--- src/rtl/spi_pixel_bridge_pkg.sv ---
// Shared pixel width and pixel type for the SPI bridge and the grayscale/Sobel datapath.
package spi_pixel_bridge_pkg;
  localparam int MAX_PIXEL_BITS = 8;
  typedef logic [MAX_PIXEL_BITS-1:0] pixel_t;
endpackage

--- src/rtl/spi_pixel_bridge_fifo.sv ---
// pixel_fifo: synchronous FIFO, power-of-2 depth, registered occupancy count.
module pixel_fifo #(
  parameter int DEPTH = 4,
  parameter int WIDTH = 8
) (
  input  logic                       clk_i,
  input  logic                       nreset_i,
  input  logic                       push,
  input  logic                       pop,
  input  logic [WIDTH-1:0]           din,
  output logic [WIDTH-1:0]           dout,
  output logic                       empty,
  output logic                       full,
  output logic [$clog2(DEPTH):0]     count
);
  localparam int AW = $clog2(DEPTH);
  localparam logic [AW:0] FULL_CNT = (AW+1)'(DEPTH);

  logic [WIDTH-1:0] mem [DEPTH];
  logic [AW-1:0]    wr_ptr;
  logic [AW-1:0]    rd_ptr;
  logic             do_push;
  logic             do_pop;

  // A push on a full FIFO is only taken when a pop frees the slot in the same cycle.
  assign do_pop  = pop & ~empty;
  assign do_push = push & (~full | do_pop);

  always_ff @(posedge clk_i or negedge nreset_i) begin
    if (!nreset_i) begin
      wr_ptr <= '0;
      rd_ptr <= '0;
      count  <= '0;
    end else begin
      if (do_push) wr_ptr <= wr_ptr + 1'b1;
      if (do_pop)  rd_ptr <= rd_ptr + 1'b1;
      case ({do_push, do_pop})
        2'b10:   count <= count + 1'b1;
        2'b01:   count <= count - 1'b1;
        default: count <= count;
      endcase
    end
  end

  always_ff @(posedge clk_i) begin
    if (do_push) mem[wr_ptr] <= din;
  end

  assign dout  = mem[rd_ptr];
  assign empty = (count == '0);
  assign full  = (count == FULL_CNT);
endmodule

--- src/rtl/spi_pixel_bridge.sv ---
// Clock-domain bridge between the SCK-domain SPI shifter and the clk_i pixel datapath:
// byte-done detection, RX/TX FIFOs, sticky error flags and the registered transmit byte.
module spi_pixel_bridge
  import spi_pixel_bridge_pkg::*;
#(
  parameter int                        RX_DEPTH = 4,
  parameter int                        TX_DEPTH = 4,
  parameter logic [MAX_PIXEL_BITS-1:0] TX_FILL  = 8'h00
) (
  input  logic                      clk_i,
  input  logic                      nreset_i,
  input  logic                      cs_i,
  input  logic [MAX_PIXEL_BITS-1:0] spi_rx_i,
  input  logic                      spi_done_i,
  output logic [MAX_PIXEL_BITS-1:0] spi_tx_o,
  output logic [MAX_PIXEL_BITS-1:0] px_data_o,
  output logic                      px_valid_o,
  input  logic                      px_ready_i,
  input  logic [MAX_PIXEL_BITS-1:0] res_data_i,
  input  logic                      res_valid_i,
  output logic                      res_ready_o,
  output logic                      rx_ovf_o,
  output logic                      tx_unf_o
);
  localparam int RX_CW = $clog2(RX_DEPTH) + 1;
  localparam int TX_CW = $clog2(TX_DEPTH) + 1;

  logic       cs_p0, cs_p1;
  logic       done_p0, done_p1, done_p2;
  logic       byte_evt;

  logic       rx_push, rx_pop, rx_empty, rx_full;
  logic       tx_push, tx_pop, tx_empty, tx_full;
  pixel_t     tx_head;
  pixel_t     spi_tx_q;
  logic [RX_CW-1:0] rx_count_unused;
  logic [TX_CW-1:0] tx_count_unused;

  // Stage p0/p1: two-flop synchronizers; p2: previous done level for edge detection.
  always_ff @(posedge clk_i or negedge nreset_i) begin
    if (!nreset_i) begin
      cs_p0   <= 1'b0;
      cs_p1   <= 1'b0;
      done_p0 <= 1'b0;
      done_p1 <= 1'b0;
      done_p2 <= 1'b0;
    end else begin
      cs_p0   <= cs_i;
      cs_p1   <= cs_p0;
      done_p0 <= spi_done_i;
      done_p1 <= done_p0;
      done_p2 <= done_p1;
    end
  end

  // done_p2 follows done_p1 every cycle, so while CS is idle any done transition is
  // absorbed and the level is already re-seeded when CS goes active again.
  assign byte_evt = (done_p1 ^ done_p2) & ~cs_p1;

  assign rx_pop  = ~rx_empty & px_ready_i;
  assign rx_push = byte_evt & (~rx_full | rx_pop);

  assign tx_pop      = byte_evt & ~tx_empty;
  assign res_ready_o = ~tx_full | tx_pop;
  assign tx_push     = res_valid_i & res_ready_o;

  pixel_fifo #(.DEPTH(RX_DEPTH), .WIDTH(MAX_PIXEL_BITS)) u_rx_fifo (
    .clk_i    (clk_i),
    .nreset_i (nreset_i),
    .push     (rx_push),
    .pop      (rx_pop),
    .din      (spi_rx_i),
    .dout     (px_data_o),
    .empty    (rx_empty),
    .full     (rx_full),
    .count    (rx_count_unused)
  );

  pixel_fifo #(.DEPTH(TX_DEPTH), .WIDTH(MAX_PIXEL_BITS)) u_tx_fifo (
    .clk_i    (clk_i),
    .nreset_i (nreset_i),
    .push     (tx_push),
    .pop      (tx_pop),
    .din      (res_data_i),
    .dout     (tx_head),
    .empty    (tx_empty),
    .full     (tx_full),
    .count    (tx_count_unused)
  );

  assign px_valid_o = ~rx_empty;

  // Stage p3: sticky flags and the transmit byte presented to the shifter.
  always_ff @(posedge clk_i or negedge nreset_i) begin
    if (!nreset_i) begin
      rx_ovf_o <= 1'b0;
      tx_unf_o <= 1'b0;
      spi_tx_q <= TX_FILL;
    end else begin
      if (byte_evt && rx_full && !rx_pop) rx_ovf_o <= 1'b1;
      if (byte_evt && tx_empty)           tx_unf_o <= 1'b1;
      spi_tx_q <= tx_empty ? TX_FILL : tx_head;
    end
  end

  assign spi_tx_o = spi_tx_q;
endmodule

--- config.mk ---
export PLATFORM = sky130hd
export DESIGN_NAME = spi_pixel_bridge
export DESIGN_NICKNAME = d
export VERILOG_FILES = /design/src/rtl/spi_pixel_bridge_pkg.sv /design/src/rtl/spi_pixel_bridge_fifo.sv /design/src/rtl/spi_pixel_bridge.sv
export SDC_FILE = /design/constraint.sdc
export NUM_CORES = 1
export LEC_CHECK = 0
export ABC_AREA = 1
export BUFFER_PORTS_ARGS = -buffer_cell sky130_fd_sc_hd__clkbuf_2
export CAP_MARGIN = 20
export CORE_MARGIN = 1
export CORE_UTILIZATION = 23
export CTS_CLUSTER_DIAMETER = 150
export DETAILED_ROUTE_END_ITERATION = 8
export PLACE_DENSITY = 0.44
export SLEW_MARGIN = 20
export SYNTH_ARGS = -nofsm -noshare
export SYNTH_HDL_FRONTEND = slang
export SYNTH_SLANG_ARGS = --single-unit
--- constraint.sdc ---
create_clock -name clk_i -period 2.42 [get_ports clk_i]
set_input_delay 0.484 -clock clk_i [delete_from_list [all_inputs] [get_ports clk_i]]
set_output_delay 0.484 -clock clk_i [all_outputs]
set_load 0.02 [all_outputs]
### After elaboration in Yosys (flattened, before gate mapping)

Memory sizes are Yosys's and may differ from the RTL's.
Index checks and enable logic that the tools add are counted.

| word-level totals | value |
|---|---|
| register bits | 29 |
| bits in latches | 0 |
| memory bits (writable) | 64 |
| bits in read-only memories | 0 |
| bits of input ports | 22 |
| output and inout port bits | 20 |
| logic and storage cells | 64 |
| memories | 2 |

Memories:

| memory | depth | width | read ports | clocked after memory_dff | wr ports | RTL line | text |
|---|---|---|---|---|---|---|---|
| u_rx_fifo.mem | 4 | 8 | 1 | 0 | 1 | spi_pixel_bridge_fifo.sv:19 | `logic [WIDTH-1:0] mem [DEPTH];` |
| u_tx_fifo.mem | 4 | 8 | 1 | 0 | 1 | spi_pixel_bridge_fifo.sv:19 |  |

| cells by class | value |
|---|---|
| add/subtract/negate cells | 8 |
| multipliers | 0 |
| divide/modulo/power cells | 0 |
| magnitude comparators | 0 |
| eq/ne operators | 6 |
| shift operators | 0 |
| muxes and demuxes | 7 |
| bitwise gates (word level) | 19 |
| reductions and logical operators | 8 |

Operator list:

| kind | count |
|---|---|
| $pmux 3 s2 | 2 |
| $and 1x1->1 | 9 |
| $add 2x1->2 const B | 4 |
| $mux 8 | 1 |
| $add 3x1->3 const B | 2 |
| $eq 3x3->1 const B | 2 |
| $logic_not 3->1 | 2 |
| $sub 3x1->3 const B | 2 |
| $not 1->1 | 5 |
| $eq 2x1->1 const B | 2 |
| $eq 2x2->1 const B | 2 |
| $mux 1 | 4 |
| $or 1x1->1 | 4 |
| $reduce_bool 2->1 | 2 |
| $logic_and 1x1->1 | 3 |
| $logic_not 1->1 | 1 |
| $xor 1x1->1 | 1 |

### Longest topological paths before layout

Gate-level depths: netlist of the first run.

| depth | value |
|---|---|
| depth in word-level cells | 8 |
| gate-level depth with buffers | 12 |
| depth with buffers taken out | 12 |

### Cells and area by module

A second synthesis of the first run with hierarchy kept.

| second synthesis, totals | value |
|---|---|
| cells, all modules | 319 |
| area total of the unflattened synthesis | 3868.7 um^2 |

By module, submodules not included:

| module | times used | cells each | area each (um^2) | seq. area each (um^2) |
|---|---|---|---|---|
| pixel_fifo | 2 | 133 | 1649.1 | 1136.1 |
| spi_pixel_bridge | 1 | 53 | 570.5 | 375.4 |

### Worst setup path after synthesis of the first run

OpenSTA, ideal clock, no wires.

| path | value |
|---|---|
| path kind | register to register |
| start | register u_tx_fifo.count[0] |
| end | register u_tx_fifo.count[2] |
| setup time | 0.079 ns |
| arrival | 1.912 ns |
| required time | 2.341 ns |
| slack | 0.429 ns |
| cell stages (with the launch flop) | 10 |
| path buffers | 0 |
| clock period less this slack | 1.991 ns |
| cell sequence | dfrtp_1 nor3_2 nand2_2 nand2_4 ha_1 inv_1 fa_1 or2_2 nand2_1 xor2_1 |

| between the ends | value |
|---|---|
| word-level cells in the longest chain between the ends | 8 |
| elaborated cells between the ends (all ways) | 16 |
| classes of those cells | add/sub (2); eq/ne (3); mux (1); bitwise (8); reduce/logical (2) |

RTL lines:

| element | RTL line | text |
|---|---|---|
| start, declared | spi_pixel_bridge_fifo.sv:14 | `output logic [$clog2(DEPTH):0] count` |
| start signal, assigned | spi_pixel_bridge_fifo.sv:38 | `2'b10: count <= count + 1'b1;` |
| start signal, assigned | spi_pixel_bridge_fifo.sv:39 | `2'b01: count <= count - 1'b1;` |
| start signal, assigned | spi_pixel_bridge_fifo.sv:40 | `default: count <= count;` |
| $logic_not 3->1 | spi_pixel_bridge_fifo.sv:50 | `assign empty = (count == '0);` |
| $not 1->1 | spi_pixel_bridge.sv:63 | `assign tx_pop = byte_evt & ~tx_empty;` |
| $and 1x1->1 | spi_pixel_bridge.sv:63 |  |
| $or 1x1->1 * | spi_pixel_bridge.sv:64 | `assign res_ready_o = ~tx_full \| tx_pop;` |
| named net res_ready_o | spi_pixel_bridge.sv:21 | `output logic res_ready_o,` |
| $and 1x1->1 * | spi_pixel_bridge.sv:65 | `assign tx_push = res_valid_i & res_ready_o;` |
| $and 1x1->1 * | spi_pixel_bridge_fifo.sv:27 | `assign do_push = push & (~full \| do_pop);` |
| $eq 2x1->1 or $eq 2x2->1 (tied branches) | spi_pixel_bridge_fifo.sv:37 | `case ({do_push, do_pop})` |
| $pmux 3 s2 or $reduce_bool 2->1 (tied branches) | - |  |

The timed path passes the listed nets; every way through them passes the cells marked *.
A chain may end at the register's enable or synchronous reset.

### Final worst setup path of the first run

| path | value |
|---|---|
| start | register u_rx_fifo.rd_ptr[0] |
| end | output port px_data_o[2] |

| between the ends | value |
|---|---|
| word-level cells in the longest chain between the ends | 1 |

RTL lines:

| element | RTL line | text |
|---|---|---|
| start, declared | spi_pixel_bridge_fifo.sv:21 | `logic [AW-1:0] rd_ptr;` |
| start signal, assigned | spi_pixel_bridge_fifo.sv:36 | `if (do_pop) rd_ptr <= rd_ptr + 1'b1;` |
| $mem_v2 4x8 | - |  |
| end, declared | spi_pixel_bridge.sv:16 | `output logic [MAX_PIXEL_BITS-1:0] px_data_o,` |

No other way between the ends.

==> summary.txt, run 1 <==
Logic synthesis
  • Syn_area_per_cell: 12.5 µm²
  • Simple-gate share of the synthesized area: 11.0%
  • Largest family of logic cells by synthesized area: simple AND/OR/NAND/NOR gates
  • Syn nets: 336
  • Synth cell types: 30
  • Synthesis warning total: 0
  • Synthesized area: 3780 µm²
  • Sequential fraction of the synthesis area: 70.1%
  • Post-synthesis compound-gate area fraction: 8.11%
  • Share of the synthesized area in the top cell type: 50.9%
  • Post-synthesis adder-cell area fraction: 4.37%
  • #FFs+latches synth: 93
  • Mux cell area share after synthesis: 0%
  • Synthesized netlist cell count: 302
  • Top post-synthesis cells by area: edfxtp_1, dfrtp_1, nor2_1
  • XOR/XNOR Fraction of Synth Area: 1.39%
  • Synth area leader: edfxtp_1

Clock network
  • CTS tree: yes
  • # resized after CTS: 0
  • H-Tree Depth: 3
  • Setup Fix Bufs, Post-CTS: 0
  • CTS Buf Count: 9
  • Clk Latency, worst-skew pair: 350 ps
  • CTS Sinks: 93
  • Clock Path Buffers: 2
  • Hold buffer count at CTS: 0
  • Root Buffer: clkbuf_16
  • Clock slew at reported path FFs: 70 ps

Power
  • Seq pwr share: 41.5%
  • Pleak: 1.82 nW
  • Comb pwr share: 32.8%
  • Int Power: 3.54 mW
  • Power Density: 1220 nW/µm²
  • Clock Power Share: 25.7%
  • Psw: 2.04 mW
  • Net Sw Frac: 36.6%
  • Max VDD drop: 569 µV

Floorplanning
  • Placeable Area: 15900 µm²
  • Die Y: 130 µm
  • Io pins: 42
  • Initial Utilization: 23.7%
  • Number of core rows: 46
  • Die X: 130 µm
  • Die area: 16900 µm²

Timing
  • Tcrit/Tclk final: 86.6%
  • Worst Tran Pin Value: 776 ps
  • Final max-slew violation count: 0
  • Fin. Hold Viols: 0
  • RSZ-0062 raised after global routing: false
  • Final worst-path setup slack: 324 ps
  • Skew final: 7.96 ps
  • Post-layout min period: 2100 ps
  • Final setup fails: 0
  • Setup TNS: 0 ps
  • Peak Freq: 477 MHz
  • Max-slew headroom: 48.3%

Placement
  • Pre-CTS setup slack: 376 ps
  • IO buf count: 41
  • Placed instance count: 562
  • Dpl cell area: 4260 µm²
  • Detailed Place HPWL: 4820 µm
  • Routability Congestion: 0.700

Setup path
  • Worst reg2reg path depth: 9
  • R2R setup slack: 360 ps
  • Worst endpoint required time: 1940 ps
  • Crit path arrival time: 1610 ps
  • R2r startpoint: u_tx_fifo.count[0]$_DFFE_PN0P_
  • CP Class: reg2out
  • Startpoint types: register
  • Crit end category: output pin
  • Crit path max fanout: 16
  • RR Endpoint: u_tx_fifo.count[2]$_DFFE_PN0P_

Routing
  • Vias: 2231
  • Starting DRC count in detailed routing: 97
  • Post-route ant nets: 0
  • Vias per inst: 3.86
  • DRC: 0
  • TritonRoute pass-1 iters: 4
  • Avg WL per Cell: 12.8 µm
  • Routed wire length: 7380 µm

GRT
  • Pin count of the biggest net entering global routing: 30
  • Vias in the first global route: 2277
  • First-pass GRT wire length: 11900 µm
  • Gr ovfl total: 0
  • Antenna violations before repair: 0
  • GRT Total Usage: 9.77%

Final layout
  • Final instance area: 4560 µm²
  • Most common cell after layout, fill and taps aside: edfxtp_1
  • Share of layout cells above drive strength 1: 22.4%
  • Antenna Cells: 0
  • Most frequent cells in the layout: edfxtp_1, nor2_1, clkbuf_2, dfrtp_1, inv_1
  • Area grow syn2layout: 20.8%
  • Layout Utilization: 28.6%
  • Final Non-Filler Cells: 578
  • Final nets: 391

Job
  • Max Cap Viol: 0

Outcome
  • Outcome: finished clean

Hold path
  • Min-delay worst type: in2async
## metrics by stage
step                      power, mW  hold WS [ps]
final                          5.58           205
after global routing           6.01           222
after CTS                      5.70           218
after detailed placement       4.22           348
after global placement         4.21           349
after floorplan                3.65           188
## cell families (layout without fill, tap and decap cells)
| group | count (synthesis) | in the layout |
|---|---|---|
| xor+xnor | 6 | 6 |
| fa+ha+maj | 12 | 12 |
| simple gates | 96 | 96 |
| flops | 93 | 93 |
| buf+inv | 39 | 99 |
| compound gates | 56 | 56 |
## state kept, by name (all words and copies together), names as in the netlist, 2 cells and up
signal,count
u_tx_fifo.mem,32
u_rx_fifo.count,3
u_tx_fifo.wr_ptr,2
u_rx_fifo.rd_ptr,2
u_tx_fifo.count,3
u_tx_fifo.rd_ptr,2
u_rx_fifo.wr_ptr,2
u_rx_fifo.mem,32
spi_tx_o,8
## power by group through the flow
stage | registers, mW | clock network, mW | logic (mW)
final | 2.32 | 1.43 | 1.83
after global routing | 2.36 | 1.55 | 2.10
after CTS | 2.32 | 1.49 | 1.88
after detailed placement | 2.35 | 0 | 1.87
after global placement | 2.34 | 0 | 1.86
after floorplan | 2.37 | 0 | 1.28
## synthesized netlist by cell type (all sizes together)
library cell	instances
o22ai	8
nor3	2
fa	2
buf	8
dfrtp	29
o21bai	1
ha	10
nor2	61
a21oi	10
inv	30
a21o	1
nand2	27
xnor2	2
xor2	4
clkbuf	1
edfxtp	64
o21ai	36
or2	1
nand3	5
## routing by layer
layer	share of wire, %	global-route usage (%)	wire length (µm)
met5	0	0	0
met3	4.0	3.20	297
met1	43	10.9	3200
met4	1.9	4.51	138
met2	51	16.8	3740
## area by class of cell
class	instances	area, µm²
Tap cell	216	270
Inverter	30	113
Clock buffer	10	229
Multi-Input combinational cell	170	938
Fill cell	1660	11400
Sequential cell	93	2650
Clock inverter	6	71.3
Timing Repair Buffer	53	295
## critical path, cell delays in order, from the launching register on
cell and delay, ps:
dfrtp_1 370, inv_1 350, o21ai_0 140, o22ai_1 200, clkbuf_2 210
## worst max-delay path by stage
stage | cells past startpoint | startpoint | slack, ps | end
after detailed placement | 9 | u_tx_fifo.count[0]$_DFFE_PN0P_ | 380 | u_tx_fifo.count[2]$_DFFE_PN0P_
after global placement | 11 | done_p1$_DFF_PN0_ | 440 | u_tx_fifo.count[2]$_DFFE_PN0P_
after CTS | 4 | u_rx_fifo.rd_ptr[0]$_DFFE_PN0P_ | 280 | px_data_o[2]
after floorplan | 9 | u_tx_fifo.count[0]$_DFFE_PN0P_ | 430 | u_tx_fifo.count[2]$_DFFE_PN0P_
after global routing | 4 | u_rx_fifo.rd_ptr[0]$_DFFE_PN0P_ | 160 | px_data_o[2]
final | 4 | u_rx_fifo.rd_ptr[0]$_DFFE_PN0P_ | 320 | px_data_o[2]
(Power assumes the default switching activity.)
==> run 2, diff against run 1 <==
--- a/config.mk
+++ b/config.mk
@@ -9,10 +9,10 @@
 export BUFFER_PORTS_ARGS = -buffer_cell sky130_fd_sc_hd__clkbuf_2
 export CAP_MARGIN = 20
 export CORE_MARGIN = 1
-export CORE_UTILIZATION = 23
+export CORE_UTILIZATION = 50
 export CTS_CLUSTER_DIAMETER = 150
 export DETAILED_ROUTE_END_ITERATION = 8
-export PLACE_DENSITY = 0.44
+export PLACE_DENSITY = 0.76
 export SLEW_MARGIN = 20
 export SYNTH_ARGS = -nofsm -noshare
 export SYNTH_HDL_FRONTEND = slang
==> run 2 against run 1 <==
Net effect: fmax shrank 2.6%; die area shrank 53%; critical endpoint is now px_data_o[7]; via count grew 2.8%; hold slack lost 19 ps; final area shrank 5.8%; highest routed layer unchanged; total power shrank 8.3%; sequential share of layout area grew 3.6 points; non-clock buffer count shrank 2.
==> summary.txt, run 2 (synthesis gave the netlist of run 1 again) <==
Timing
  • Peak Freq: 465 MHz (was 477 MHz)
  • Worst Tran Pin Value: 761 ps (was 776 ps)
  • Tcrit/Tclk final: 88.9% (was 86.6%)
  • Final max-slew violation count: 0 (unchanged)
  • Skew final: 7.59 ps (was 7.96 ps)
  • Final setup fails: 0 (unchanged)
  • Post-layout min period: 2150 ps (was 2100 ps)
  • RSZ-0062 raised after global routing: false (unchanged)
  • Max-slew headroom: 49.3% (was 48.3%)
  • Fin. Hold Viols: 0 (unchanged)
  • Setup TNS: 0 ps (unchanged)

Setup path
  • Max incr delay on CP: 500 ps (was 370 ps)
  • Crit path max fanout: 10 (was 16)
  • Cell Chain, Critical Path: inv_1 > o21ai_0 > o22ai_1 > clkbuf_2 (unchanged)
  • R2R setup slack: 380 ps (was 360 ps)
  • Slowest stage cell, crit path: dfrtp_1 (unchanged)
  • Crit. Startpoint: u_rx_fifo.rd_ptr[1]$_DFFE_PN0P_ (was u_rx_fifo.rd_ptr[0]$_DFFE_PN0P_)
  • Startpoint types: register (unchanged)
  • Cell family with most CP delay: flip-flops (was buffers and inverters)
  • Crit path arrival time: 1670 ps (was 1610 ps)
  • R2r startpoint: u_tx_fifo.count[0]$_DFFE_PN0P_ (unchanged)
  • Crit end category: output pin (unchanged)
  • CP Class: reg2out (unchanged)
  • Worst endpoint required time: 1940 ps (about the same)
  • Buf/Inv on CP: 2 (unchanged)
  • Worst reg2reg path depth: 9 (unchanged)
  • RR Endpoint: u_tx_fifo.count[2]$_DFFE_PN0P_ (unchanged)

Floorplanning
  • Io pins: 42 (unchanged)
  • Placeable Area: 7290 µm² (was 15900 µm²)
  • Die Y: 88.9 µm (was 130 µm)
  • Number of core rows: 31 (was 46)
  • Die area: 7910 µm² (was 16900 µm²)
  • Initial Utilization: 51.8% (was 23.7%)
  • Die X: 88.9 µm (was 130 µm)

Clock network
  • CTS Sinks: 93 (unchanged)
  • CTS tree: yes (unchanged)
  • Root Buffer: clkbuf_8 (was clkbuf_16)
  • Clock slew at reported path FFs: 90 ps (was 70 ps)
  • H-Tree Depth: 3 (unchanged)
  • # resized after CTS: 0 (unchanged)
  • Clock Path Buffers: 2 (unchanged)
  • CTS Buf Count: 9 (unchanged)
  • Setup Fix Bufs, Post-CTS: 0 (unchanged)
  • Hold buffer count at CTS: 0 (unchanged)
  • Clk Latency, worst-skew pair: 350 ps (about the same)

GRT
  • GRT Total Usage: 18.2% (was 9.77%)
  • Vias in the first global route: 2249 (was 2277)
  • Gr ovfl total: 0 (unchanged)
  • Pin count of the biggest net entering global routing: 30 (unchanged)
  • Antenna violations before repair: 0 (unchanged)
  • First-pass GRT wire length: 10400 µm (was 11900 µm)

Power
  • Power Density: 1190 nW/µm² (was 1220 nW/µm²)
  • Max VDD drop: 626 µV (was 569 µV)
  • Pleak: 1.76 nW (was 1.82 nW)

Placement
  • Detailed Place HPWL: 4300 µm (was 4820 µm)
  • Routability Congestion: 0.748 (was 0.700)
  • IO buf count: 41 (unchanged)
  • Placed instance count: 443 (was 562)

Routing
  • Post-route ant nets: 0 (unchanged)
  • Starting DRC count in detailed routing: 98 (was 97)
  • Vias: 2294 (was 2231)
  • TritonRoute pass-1 iters: 4 (unchanged)
  • Avg WL per Cell: 14.1 µm (was 12.8 µm)
  • DRC: 0 (unchanged)
  • Routed wire length: 6480 µm (was 7380 µm)
  • Vias per inst: 5.00 (was 3.86)

Final layout
  • Most common cell after layout, fill and taps aside: edfxtp_1 (unchanged)
  • Final Non-Filler Cells: 459 (was 578)
  • Final nets: 389 (was 391)
  • Most frequent cells in the layout: edfxtp_1, nor2_1, clkbuf_2, dfrtp_1, inv_1 (unchanged)
  • Area grow syn2layout: 13.8% (was 20.8%)
  • Share of layout cells above drive strength 1: 21.9% (was 22.4%)
  • Antenna Cells: 0 (unchanged)

Job
  • Max Cap Viol: 0 (unchanged)

Outcome
  • Outcome: finished clean (unchanged)

Hold path
  • Min-delay worst type: in2async (unchanged)
-- run 2: cell types whose count changed in the layout (fill, tap and decap cells not counted) --
cell | previous run | this run
buf_4 | 12 | 10
inv_6 | 3 | 2
clkinvlp_4 | 2 | 3
clkbuf_8 | 0 | 9
clkbuf_16 | 9 | 0
-- run 2: layer usage --
metal | wire, µm | track usage [%]
met1 | 2750 | 20.8
met2 | 3360 | 32.5
met3 | 233 | 3.79
met4 | 132 | 9.24
met5 | 0 | 0
-- run 2: cell type report --
type / count / area (µm²)
Clock buffer: 10 / 128
Clock inverter: 6 / 70.1
Fill cell: 617 / 2990
Inverter: 30 / 113
Multi-Input combinational cell: 170 / 938
Sequential cell: 93 / 2650
Tap cell: 99 / 124
Timing Repair Buffer: 51 / 280
-- run 2: power by group --
group	leakage [nW]	internal (mW)	total, mW	switching, mW
clock	0.0895	0.485	1.03	0.540
sequential	0.928	2.09	2.36	0.267
combinational	0.739	0.613	1.74	1.12
-- run 2: per-stage QoR --
step                power [mW]  worst slack, ps  instance area (µm²)  utilization (%)  hold slack [ps]
floorplan                 3.65              429                 3780                -              188
global placement          4.07              457                 4100             56.3              332
detailed placement        4.15              356                 4100             56.3              350
CTS                       5.17              258                 4300             59.0              215
global route              5.48              151                 4300             59.0              229
finish                    5.12              268                 4300             59.0              186
-- run 2: worst max path at each step --
| stage | to | slack [ps] | depth (start not counted) |
|---|---|---|---|
| after floorplan | u_tx_fifo.count[2]$_DFFE_PN0P_ | 430 | 9 |
| after detailed placement | u_rx_fifo.count[2]$_DFFE_PN0P_ | 360 | 11 |
| after global placement | u_tx_fifo.count[2]$_DFFE_PN0P_ | 460 | 9 |
| final | px_data_o[7] | 270 | 4 |
| after CTS | px_data_o[7] | 260 | 4 |
| after global routing | px_data_o[4] | 150 | 4 |
